## src/rtl/lcd_text_ctrl.sv

```systemverilog
// HD44780-class character LCD controller: power-up/init sequence, LINES x COLS text buffer,
// continuous refresh onto the 8-bit bus. Optional feature macro: LCD_DIRTY_EN (refresh only after writes).
module lcd_text_ctrl #(
    parameter int CLK_DIV       = 5,
    parameter int COLS          = 16,
    parameter int LINES         = 2,
    parameter int POWERUP_SLOTS = 70,
    parameter int CMD_SLOTS     = 30,
    parameter int CLEAR_SLOTS   = 200,
    parameter int GAP_SLOTS     = 400
) (
    input  logic                                clk,
    input  logic                                rst,
    input  logic                                wr_en,
    input  logic [$clog2(LINES*COLS+1)-1:0]     wr_addr,
    input  logic [7:0]                          wr_data,
    output logic                                ready,
    output logic                                frame_done,
    output logic                                lcd_e,
    output logic                                lcd_rs,
    output logic                                lcd_rw,
    output logic [7:0]                          lcd_data
);
    // Address is one bit wider than strictly needed so the first out-of-range index is expressible.
    localparam int N   = LINES * COLS;
    localparam int AW  = $clog2(N + 1);
    localparam int IW  = (N > 1) ? $clog2(N) : 1;
    localparam int DW  = $clog2(2 * CLK_DIV);
    localparam int CLW = (COLS > 1) ? $clog2(COLS) : 1;

    localparam logic [DW-1:0]  DIV_LAST  = DW'(2 * CLK_DIV - 1);
    localparam logic [DW-1:0]  DIV_HALF  = DW'(CLK_DIV);
    localparam logic [15:0]    PWR_LAST  = 16'(POWERUP_SLOTS - 1);
    localparam logic [15:0]    CMD_LAST  = 16'(CMD_SLOTS - 1);
    localparam logic [15:0]    CLR_LAST  = 16'(CLEAR_SLOTS - 1);
    localparam logic [15:0]    GAP_LAST  = 16'(GAP_SLOTS - 1);
    localparam logic [CLW-1:0] COL_LAST  = CLW'(COLS - 1);
    localparam logic           LINE_LAST = 1'(LINES - 1);
    localparam logic [7:0]     FUNC_CMD  = (LINES == 2) ? 8'h38 : 8'h30;

    typedef enum logic [2:0] {
        S_PWRUP, S_FUNC, S_DISP, S_ENTRY, S_CLEAR, S_LADDR, S_CHARS, S_GAP
    } state_t;

    state_t         state_q, state_d;
    logic [DW-1:0]  div_q, div_d;
    logic [15:0]    cnt_q, cnt_d;
    logic           line_q, line_d;
    logic [CLW-1:0] col_q, col_d;
    logic [7:0]     text_q [N];
    logic           tick, wr_ok, go, gap_end, frame_end, strobe_d;
    logic [IW-1:0]  rd_idx;

    logic           lcd_e_q, lcd_rs_q, ready_q, frame_done_q;
    logic [7:0]     lcd_data_q;
    logic           e_d, rs_d, ready_d, frame_done_d;
    logic [7:0]     data_d;

    assign tick      = (div_q == DIV_LAST);
    assign wr_ok     = wr_en && (wr_addr < AW'(N));
    assign gap_end   = (GAP_SLOTS <= 1) ? 1'b1 : (cnt_q >= GAP_LAST);
    assign frame_end = tick && (state_q == S_CHARS) && (col_q == COL_LAST) && (line_q == LINE_LAST);

`ifdef LCD_DIRTY_EN
    logic dirty_q, frame_start;
    // A write landing on the same edge as the frame-start clear wins.
    assign frame_start = tick && (state_d == S_LADDR) && !line_d;
    always_ff @(posedge clk or negedge rst) begin
        if (!rst) dirty_q <= 1'b0;
        else      dirty_q <= (dirty_q && !frame_start) || wr_ok;
    end
    assign go = dirty_q;
`else
    assign go = 1'b1;
`endif

    always_comb begin
        div_d   = tick ? '0 : div_q + 1'b1;
        state_d = state_q;
        cnt_d   = cnt_q;
        line_d  = line_q;
        col_d   = col_q;
        if (tick) begin
            cnt_d = cnt_q + 16'd1;
            unique case (state_q)
                S_PWRUP: if (cnt_q == PWR_LAST) begin state_d = S_FUNC;  cnt_d = '0; end
                S_FUNC:  if (cnt_q == CMD_LAST) begin state_d = S_DISP;  cnt_d = '0; end
                S_DISP:  if (cnt_q == CMD_LAST) begin state_d = S_ENTRY; cnt_d = '0; end
                S_ENTRY: if (cnt_q == CMD_LAST) begin state_d = S_CLEAR; cnt_d = '0; end
                S_CLEAR: if (cnt_q == CLR_LAST) begin state_d = S_LADDR; cnt_d = '0; line_d = 1'b0; end
                S_LADDR: begin state_d = S_CHARS; cnt_d = '0; col_d = '0; end
                S_CHARS: begin
                    cnt_d = '0;
                    if (col_q != COL_LAST) begin
                        col_d = col_q + 1'b1;
                    end else if (line_q != LINE_LAST) begin
                        state_d = S_LADDR;
                        line_d  = line_q + 1'b1;
                    end else if (GAP_SLOTS == 0 && go) begin
                        state_d = S_LADDR;
                        line_d  = 1'b0;
                    end else begin
                        state_d = S_GAP;
                    end
                end
                S_GAP: begin
                    if (gap_end && go) begin
                        state_d = S_LADDR;
                        cnt_d   = '0;
                        line_d  = 1'b0;
                    end else if (gap_end) begin
                        cnt_d = cnt_q;
                    end
                end
                default: state_d = S_PWRUP;
            endcase
        end
    end

    // Outputs are computed from next-state so the registers line up with the slot they describe.
    assign rd_idx   = IW'(int'(line_d) * COLS + int'(col_d));
    assign strobe_d = (((state_d == S_FUNC) || (state_d == S_DISP) || (state_d == S_ENTRY) ||
                        (state_d == S_CLEAR)) && (cnt_d == '0)) ||
                      (state_d == S_LADDR) || (state_d == S_CHARS);

    always_comb begin
        e_d          = strobe_d && (div_d >= DIV_HALF);
        rs_d         = lcd_rs_q;
        data_d       = lcd_data_q;
        ready_d      = ready_q || (state_d == S_LADDR);
        frame_done_d = frame_end;
        if (tick) begin
            unique case (state_d)
                S_FUNC:  begin rs_d = 1'b0; data_d = FUNC_CMD; end
                S_DISP:  begin rs_d = 1'b0; data_d = 8'h0C; end
                S_ENTRY: begin rs_d = 1'b0; data_d = 8'h06; end
                S_CLEAR: begin rs_d = 1'b0; data_d = 8'h01; end
                S_LADDR: begin rs_d = 1'b0; data_d = line_d ? 8'hC0 : 8'h80; end
                S_CHARS: begin rs_d = 1'b1; data_d = text_q[rd_idx]; end
                default: ;
            endcase
        end
    end

    always_ff @(posedge clk or negedge rst) begin
        if (!rst) begin
            state_q      <= S_PWRUP;
            div_q        <= '0;
            cnt_q        <= '0;
            line_q       <= 1'b0;
            col_q        <= '0;
            lcd_e_q      <= 1'b0;
            lcd_rs_q     <= 1'b0;
            lcd_data_q   <= 8'h00;
            ready_q      <= 1'b0;
            frame_done_q <= 1'b0;
        end else begin
            state_q      <= state_d;
            div_q        <= div_d;
            cnt_q        <= cnt_d;
            line_q       <= line_d;
            col_q        <= col_d;
            lcd_e_q      <= e_d;
            lcd_rs_q     <= rs_d;
            lcd_data_q   <= data_d;
            ready_q      <= ready_d;
            frame_done_q <= frame_done_d;
        end
    end

    // Read-before-write falls out of the nonblocking update: the bus latches the old byte.
    always_ff @(posedge clk or negedge rst) begin
        if (!rst) begin
            for (int i = 0; i < N; i++) text_q[i] <= 8'h20;
        end else if (wr_ok) begin
            text_q[IW'(wr_addr)] <= wr_data;
        end
    end

    assign lcd_e      = lcd_e_q;
    assign lcd_rs     = lcd_rs_q;
    assign lcd_rw     = 1'b0;
    assign lcd_data   = lcd_data_q;
    assign ready      = ready_q;
    assign frame_done = frame_done_q;
endmodule
```

## config.mk

```make
export PLATFORM = sky130hd
export DESIGN_NAME = lcd_text_ctrl
export DESIGN_NICKNAME = d
export VERILOG_FILES = /design/src/rtl/lcd_text_ctrl.sv
export SDC_FILE = /design/constraint.sdc
export NUM_CORES = 1
export LEC_CHECK = 0
export BUFFER_PORTS_ARGS = -buffer_cell sky130_fd_sc_hd__buf_2
export CORE_UTILIZATION = 63
export CTS_CLUSTER_SIZE = 16
export DETAILED_ROUTE_END_ITERATION = 8
export PLACE_DENSITY_LB_ADDON = 0.25
export SETUP_SLACK_MARGIN = 0.15
export SLEW_MARGIN = 20
export SYNTH_ARGS = -nofsm -noshare
export SYNTH_HDL_FRONTEND = slang
export SYNTH_SLANG_ARGS = --single-unit
```

## constraint.sdc

```tcl
create_clock -name clk -period 3.3 [get_ports clk]
set_input_delay 0.495 -clock clk [delete_from_list [all_inputs] [get_ports clk]]
set_output_delay 0.495 -clock clk [all_outputs]
set_load 0.1 [all_outputs]
```

Yosys cells after proc, flatten, opt, wreduce, memory -nomap -nowiden

Index checks and enable logic that the tools add are counted.

Bits in registers: 296
Bits of input ports: 17
Output and inout port bits: 13
Word-level logic and storage cells: 131

Add/subtract/negate cells: 5
Magnitude comparators: 6
Eq/ne operators: 19
Mux-type cells: 35
Bitwise gates (word level): 2
Reductions and logical operators: 22

Operators by type and width:

| operator                | number |
|---|---|
| $bwmux W256             | 1 |
| $mux W16                | 5 |
| $pmux W16 S5            | 1 |
| $pmux W8 S6             | 1 |
| $bmux W8 S5             | 1 |
| $demux W8 S5            | 1 |
| $mux W3                 | 8 |
| $mux W8                 | 3 |
| $pmux W3 S8             | 1 |
| $eq A3 B3 Y1 const B    | 7 |
| $add A16 B1 Y16 const B | 1 |
| $eq A16 B5 Y1 const B   | 1 |
| $eq A16 B7 Y1 const B   | 1 |
| $eq A16 B8 Y1 const B   | 1 |
| $ge A16 B9 Y1 const B   | 1 |
| $logic_not A16 Y1       | 1 |
| $eq A3 B2 Y1 const B    | 4 |
| $ge A6 B6 Y1 const B    | 2 |
| $mux W4                 | 3 |
| $not A5 Y6              | 2 |
| $add A4 B1 Y4 const B   | 2 |
| $eq A4 B4 Y1 const B    | 2 |
| $pmux W4 S2             | 1 |
| $logic_and A1 B1 Y1     | 7 |
| 20 further kinds        | 31 |

Longest topological paths before layout

Word-level depth: 12
Mapped depth: 14
Gate-level depth less buffers: 11

Least setup slack after synthesis

No wires, ideal clock.

Path kind: register to register
From: register col_q[0]
To: register lcd_data_q[2], in the netlist lcd_data[2]
Library setup time: 0.134 ns
Arrival: 2.682 ns
Required time: 3.166 ns
Setup slack: 0.483 ns
Stages on the path, launching flop included: 14
Path buffers: 3
Clock period less this slack: 2.817 ns
Cell sequence: dfrtp_1 ha_1 clkbuf_1 and3_1 nor4_4 nor3_4 inv_2 buf_6 buf_4 mux2i_1 mux2i_1 mux2_2 o211ai_1 nand3_1

Longest elaborated chain between the ends: 10

Ends and longest elaborated chain:

| item                                                 | line   | text |
|---|---|---|
| from (decl)                                          | 49     | `logic [CLW-1:0] col_q, col_d;` |
| from (signal assigned)                               | 162    | `col_q <= col_d;` |
| $add A4 B1 Y4 / $ne A4 B4 Y1 (equally long branches) | 95, 94 |  |
| $mux W4 / $mux W1 (equally long branches)            | 94     | `if (col_q != COL_LAST) begin` |
| $pmux W4 S2 / $pmux W1 S3 (equally long branches)    | 85     | `unique case (state_q)` |
| $mux W4 / $mux W1 (equally long branches)            | 83     | `if (tick) begin` |
| $add A5 B4 Y5                                        | 121    | `assign rd_idx = IW'(int'(line_d) * COLS + int'(col_d));` |
| $not A5 Y6 (implied by the code)                     | 139    | `S_CHARS: begin rs_d = 1'b1; data_d = text_q[rd_idx]; end` |
| $bmux W8 S5                                          | 139    |  |
| $mux W8 (implied by the code) (2 in series)          | 139    |  |
| $pmux W8 S6                                          | 133    | `unique case (state_d)` |
| to (signal assigned)                                 | 165    | `lcd_data_q <= data_d;` |
| to (decl)                                            | 55     | `logic [7:0] lcd_data_q;` |

Parallel ways exist; a longest one is shown, timed or not. The select of a mux whose other input is x is not followed.
A chain may end at the register's enable or synchronous reset.

Worst setup path after layout

From: register div_q[1]
To: register lcd_data_q[6], in the netlist lcd_data[6]

Longest elaborated chain between the ends: 8

Ends and longest elaborated chain:

| item                                        | line | text |
|---|---|---|
| from (decl)                                 | 46   | `logic [DW-1:0] div_q, div_d;` |
| from (signal assigned)                      | 159  | `div_q <= div_d;` |
| $eq A4 B4 Y1 (*)                            | 59   | `assign tick = (div_q == DIV_LAST);` |
| $mux W4 / $mux W1 (equally long branches)   | 83   |  |
| $add A5 B4 Y5                               | 121  |  |
| $not A5 Y6 (implied by the code)            | 139  |  |
| $bmux W8 S5                                 | 139  |  |
| $mux W8 (implied by the code) (2 in series) | 139  |  |
| $pmux W8 S6                                 | 133  |  |

Mark *: on every way between the ends. The rest lies on a longest branch, timed or not. The select of a mux whose other input is x is not followed.

==> run summary <==
# diodes: 0
Hold Crit Class: flop to flop
Port Buffers: 28
Final hold vios: 0
Area leader, netlist: dfrtp_1
Slowest stage delay, CP: 400 ps
Initial Utilization: 0.641
Detailed Place HPWL: 26400 um
Vias in the first global route: 11100
Vias per cell: 6.57
Hold path cells: 2
DRC: 0
Wirelength, routed: 40300 um
Post-route ant nets: 0
Simple-Gate Fraction of Synth Area: 0.127
Drt first pass iters: 6
Seq/Total Area, Yosys: 0.495
Htree depth: 1
Most frequent cells in the layout: 263 x dfrtp_1, 258 x mux2_2, 158 x nand2_1
First-pass GRT wire length: 63800 um
Cells after synthesis: 1320
Flops & latches, synth: 296
Normalized max-slew margin: 0.337
Largest net degree at the start of global routing: 84
Combinational family with the most area after synthesis: multiplexers
Slowest stage cell on the critical path: dfrtp_1
Worst clock skew: 15.5 ps
Synth warnings: 0
Worst Path Max Fanout: 27
Pleak: 0.00757 uW
Final Net Count: 1378
Clk root buf: clkbuf_16
CP arrival: 3540 ps
Status: complete, no violations
Crit-path cells: inv_1 > ha_1 > and4b_2 > and4_1 > a211o_1 > clkinv_8 > buf_4 > a211oi_1 > a311oi_1 > a311o_1 > o2111ai_1 > nand3_1
Reg-to-reg setup timing slack: 180 ps
Clock latency on the worst-skew pair: 560 ps
Setup violations, final: 0
Post-synth EDFFs: 0
Total Power: 8830 uW
TritonCTS buffer count: 31
DIE AREA: 0.0245 mm^2
Worst flop-to-flop path startpoint: div_q[1]
CP Capture Type: flop
Slew @ Worst Pin: 991 ps
Synth top area cells: dfrtp_1 44%, mux2_2 19%, dfstp_2 5.6%
Crit path required time: 3720 ps
Worst reg-to-reg path cell count: 12
Tmin final: 3120 ps
Power Density: 520 mW/mm^2
Row count: 56
Buffer and inverter count on the worst path: 3
Fill count: 1620
Startpoint Class: flop
Top-area cell type share of the netlist area: 0.439
TritonCTS clock tree: yes
Vias: 11200
Critical path type: flop to flop
Period utilisation layout: 0.944
GRT Total Usage: 0.342
Synth Net Count: 1343
Pins Over Slew Limit: 0
Initial antenna violation count: 0
Die Height: 157 um
Hold worst-path end: lcd_rs
Top Family by Delay on Critical Path: compound AO/OA/AOI/OAI gates
Peak VDD IR: 0.405 mV
Post-synthesis adder-cell area fraction: 0.00499
Core area: 0.0235 mm^2
Compound-gate portion of the synthesized area: 0.0935
Total negative setup slack: 0 ps
Fraction of layout cells with a size suffix above 1: 0.353
Mux contribution to synthesized area: 0.236
Crit path launch: div_q[1]
Total grt overflow: 0
Distinct cell type count after synthesis: 87
Area grow syn2layout: 12.9%
Top FF cell, synth: dfrtp_1
Die width: 157 um
Share of flip-flops with an asynchronous set or reset: 1.00
Longest Clk Path Bufs: 3
R2r endpoint: lcd_data[6]
Commonest non-fill, non-tap cell in the layout: dfrtp_1
WL/cell: 23.7 um
Maxcap violations: 0
Fmax: 0.321 GHz
Synthesized area: 0.0150 mm^2
Sink Count: 296
# IOs: 30
Unrepaired setup endpoints after global routing: true
Routability cong.: 0.941
Xor/xnor share of the synthesized area: 0.00757
Average size of a mapped cell: 11.4 um^2
Hold_sp: lcd_rs
Hold WS: 474 ps
DRT iter0 DRCs: 1132
Clock transition at path regs: 60 ps
[through the flow]
| step | utilization | instances | cell area [um^2] | setup slack [ps] |
|---|---|---|---|---|
| 4_1_cts | 0.718 | 1695 | 16900 | 128 |
| 3_3_place_gp | 0.670 | 1637 | 15700 | 7.62 |
| 5_1_grt | 0.724 | 1698 | 17000 | 112 |
| 3_5_place_dp | 0.670 | 1637 | 15700 | -53.6 |
| 6_report | 0.724 | 1698 | 17000 | 184 |
| 2_1_floorplan | - | 1320 | 15000 | 483 |
[cell usage after synthesis, types with 4 or more instances]
library cell,count
dfrtp_1,264
mux2_2,258
nand2_1,158
mux2i_1,65
nor2_1,57
nand3_1,50
clkbuf_1,46
dfstp_2,32
buf_2,29
o21ai_0,27
nand4_1,20
a21oi_1,18
a211oi_1,14
and2_1,14
nor3_1,14
a32oi_1,11
and3_1,11
a311oi_1,10
buf_4,10
o31ai_1,9
a221oi_1,8
a31oi_1,8
nor4b_1,8
o211ai_1,8
xnor2_1,8
inv_1,7
a211o_1,6
a311o_1,6
buf_6,6
ha_1,6
inv_2,6
nor2b_1,6
a21o_1,5
a41oi_1,5
nor4_1,5
o21ai_1,5
xor2_1,5
a22oi_1,4
and4_1,4
nand2b_1,4
nand3b_1,4
or2_2,4
[kinds of logic (layout without fill, tap and decap cells)]
kind of cell | after synthesis | in the layout
xor+xnor | 13 | 13
buf+inv | 109 | 168
compound gates | 186 | 186
flops | 296 | 296
other cells | 1 | 1
mux | 323 | 323
fa+ha+maj | 6 | 6
simple gates | 386 | 386
[state kept, by name, summed over array words and instances, names as in the netlist]
signal      cells
lcd_rs          1
frame_done      1
div_q           4
col_q           4
lcd_e           1
ready           1
text_q        256
lcd_data        8
cnt_q          16
line_q          1
state_q         3
[repair_timing]
item                                   CTS  global route
gates resized for setup                  9            26
pin swaps                                0             6
setup endpoints to repair                7             8
endpoints found under the hold margin   21             0
hold buffers                             1             0
setup buffers                            0             3
[metal layers]
layer	part of all wire	track usage	vias up
li1	-	-	4887
met1	0.43	0.488	5701
met2	0.46	0.539	487
met3	0.076	0.0573	89
met4	0.030	0.102	0
met5	0	0	-
[worst max-delay path by stage]
stage / end / depth (start not counted)
after floorplan: lcd_data[2] / 13
after global placement: lcd_data[5] / 12
after detailed placement: lcd_data[5] / 12
after CTS: lcd_data[5] / 12
after global routing: lcd_data[6] / 12
final: lcd_data[6] / 12
[area by class of cell]
cell class,instances,area (um^2),share of cell area
clock buffer,44,895,0.0527
clock inverter,13,196,0.0116
inverter,15,76.3,0.00449
multi-input combinational,915,7180,0.423
sequential,296,7450,0.439
tap,319,399,0.0235
timing repair buffer,96,787,0.0463
[worst reg2reg max path, stage by stage, from the launching register on]
cell	delay, ps
dfrtp_1	400
inv_1	90
ha_1	230
and4b_2	350
and4_1	220
a211o_1	230
clkinv_8	200
buf_4	260
a211oi_1	280
a311oi_1	110
a311o_1	370
o2111ai_1	140
nand3_1	110
[power breakdown]
part | internal (uW) | total (uW) | switching (uW) | leakage (uW)
registers | 4080 | 4310 | 226 | 0.00385
logic | 432 | 818 | 386 | 0.00318
clock network | 2270 | 3710 | 1440 | 0.000538
total | 6780 | 8830 | 2050 | 0.00757
Power figures use the tool's default switching activity.
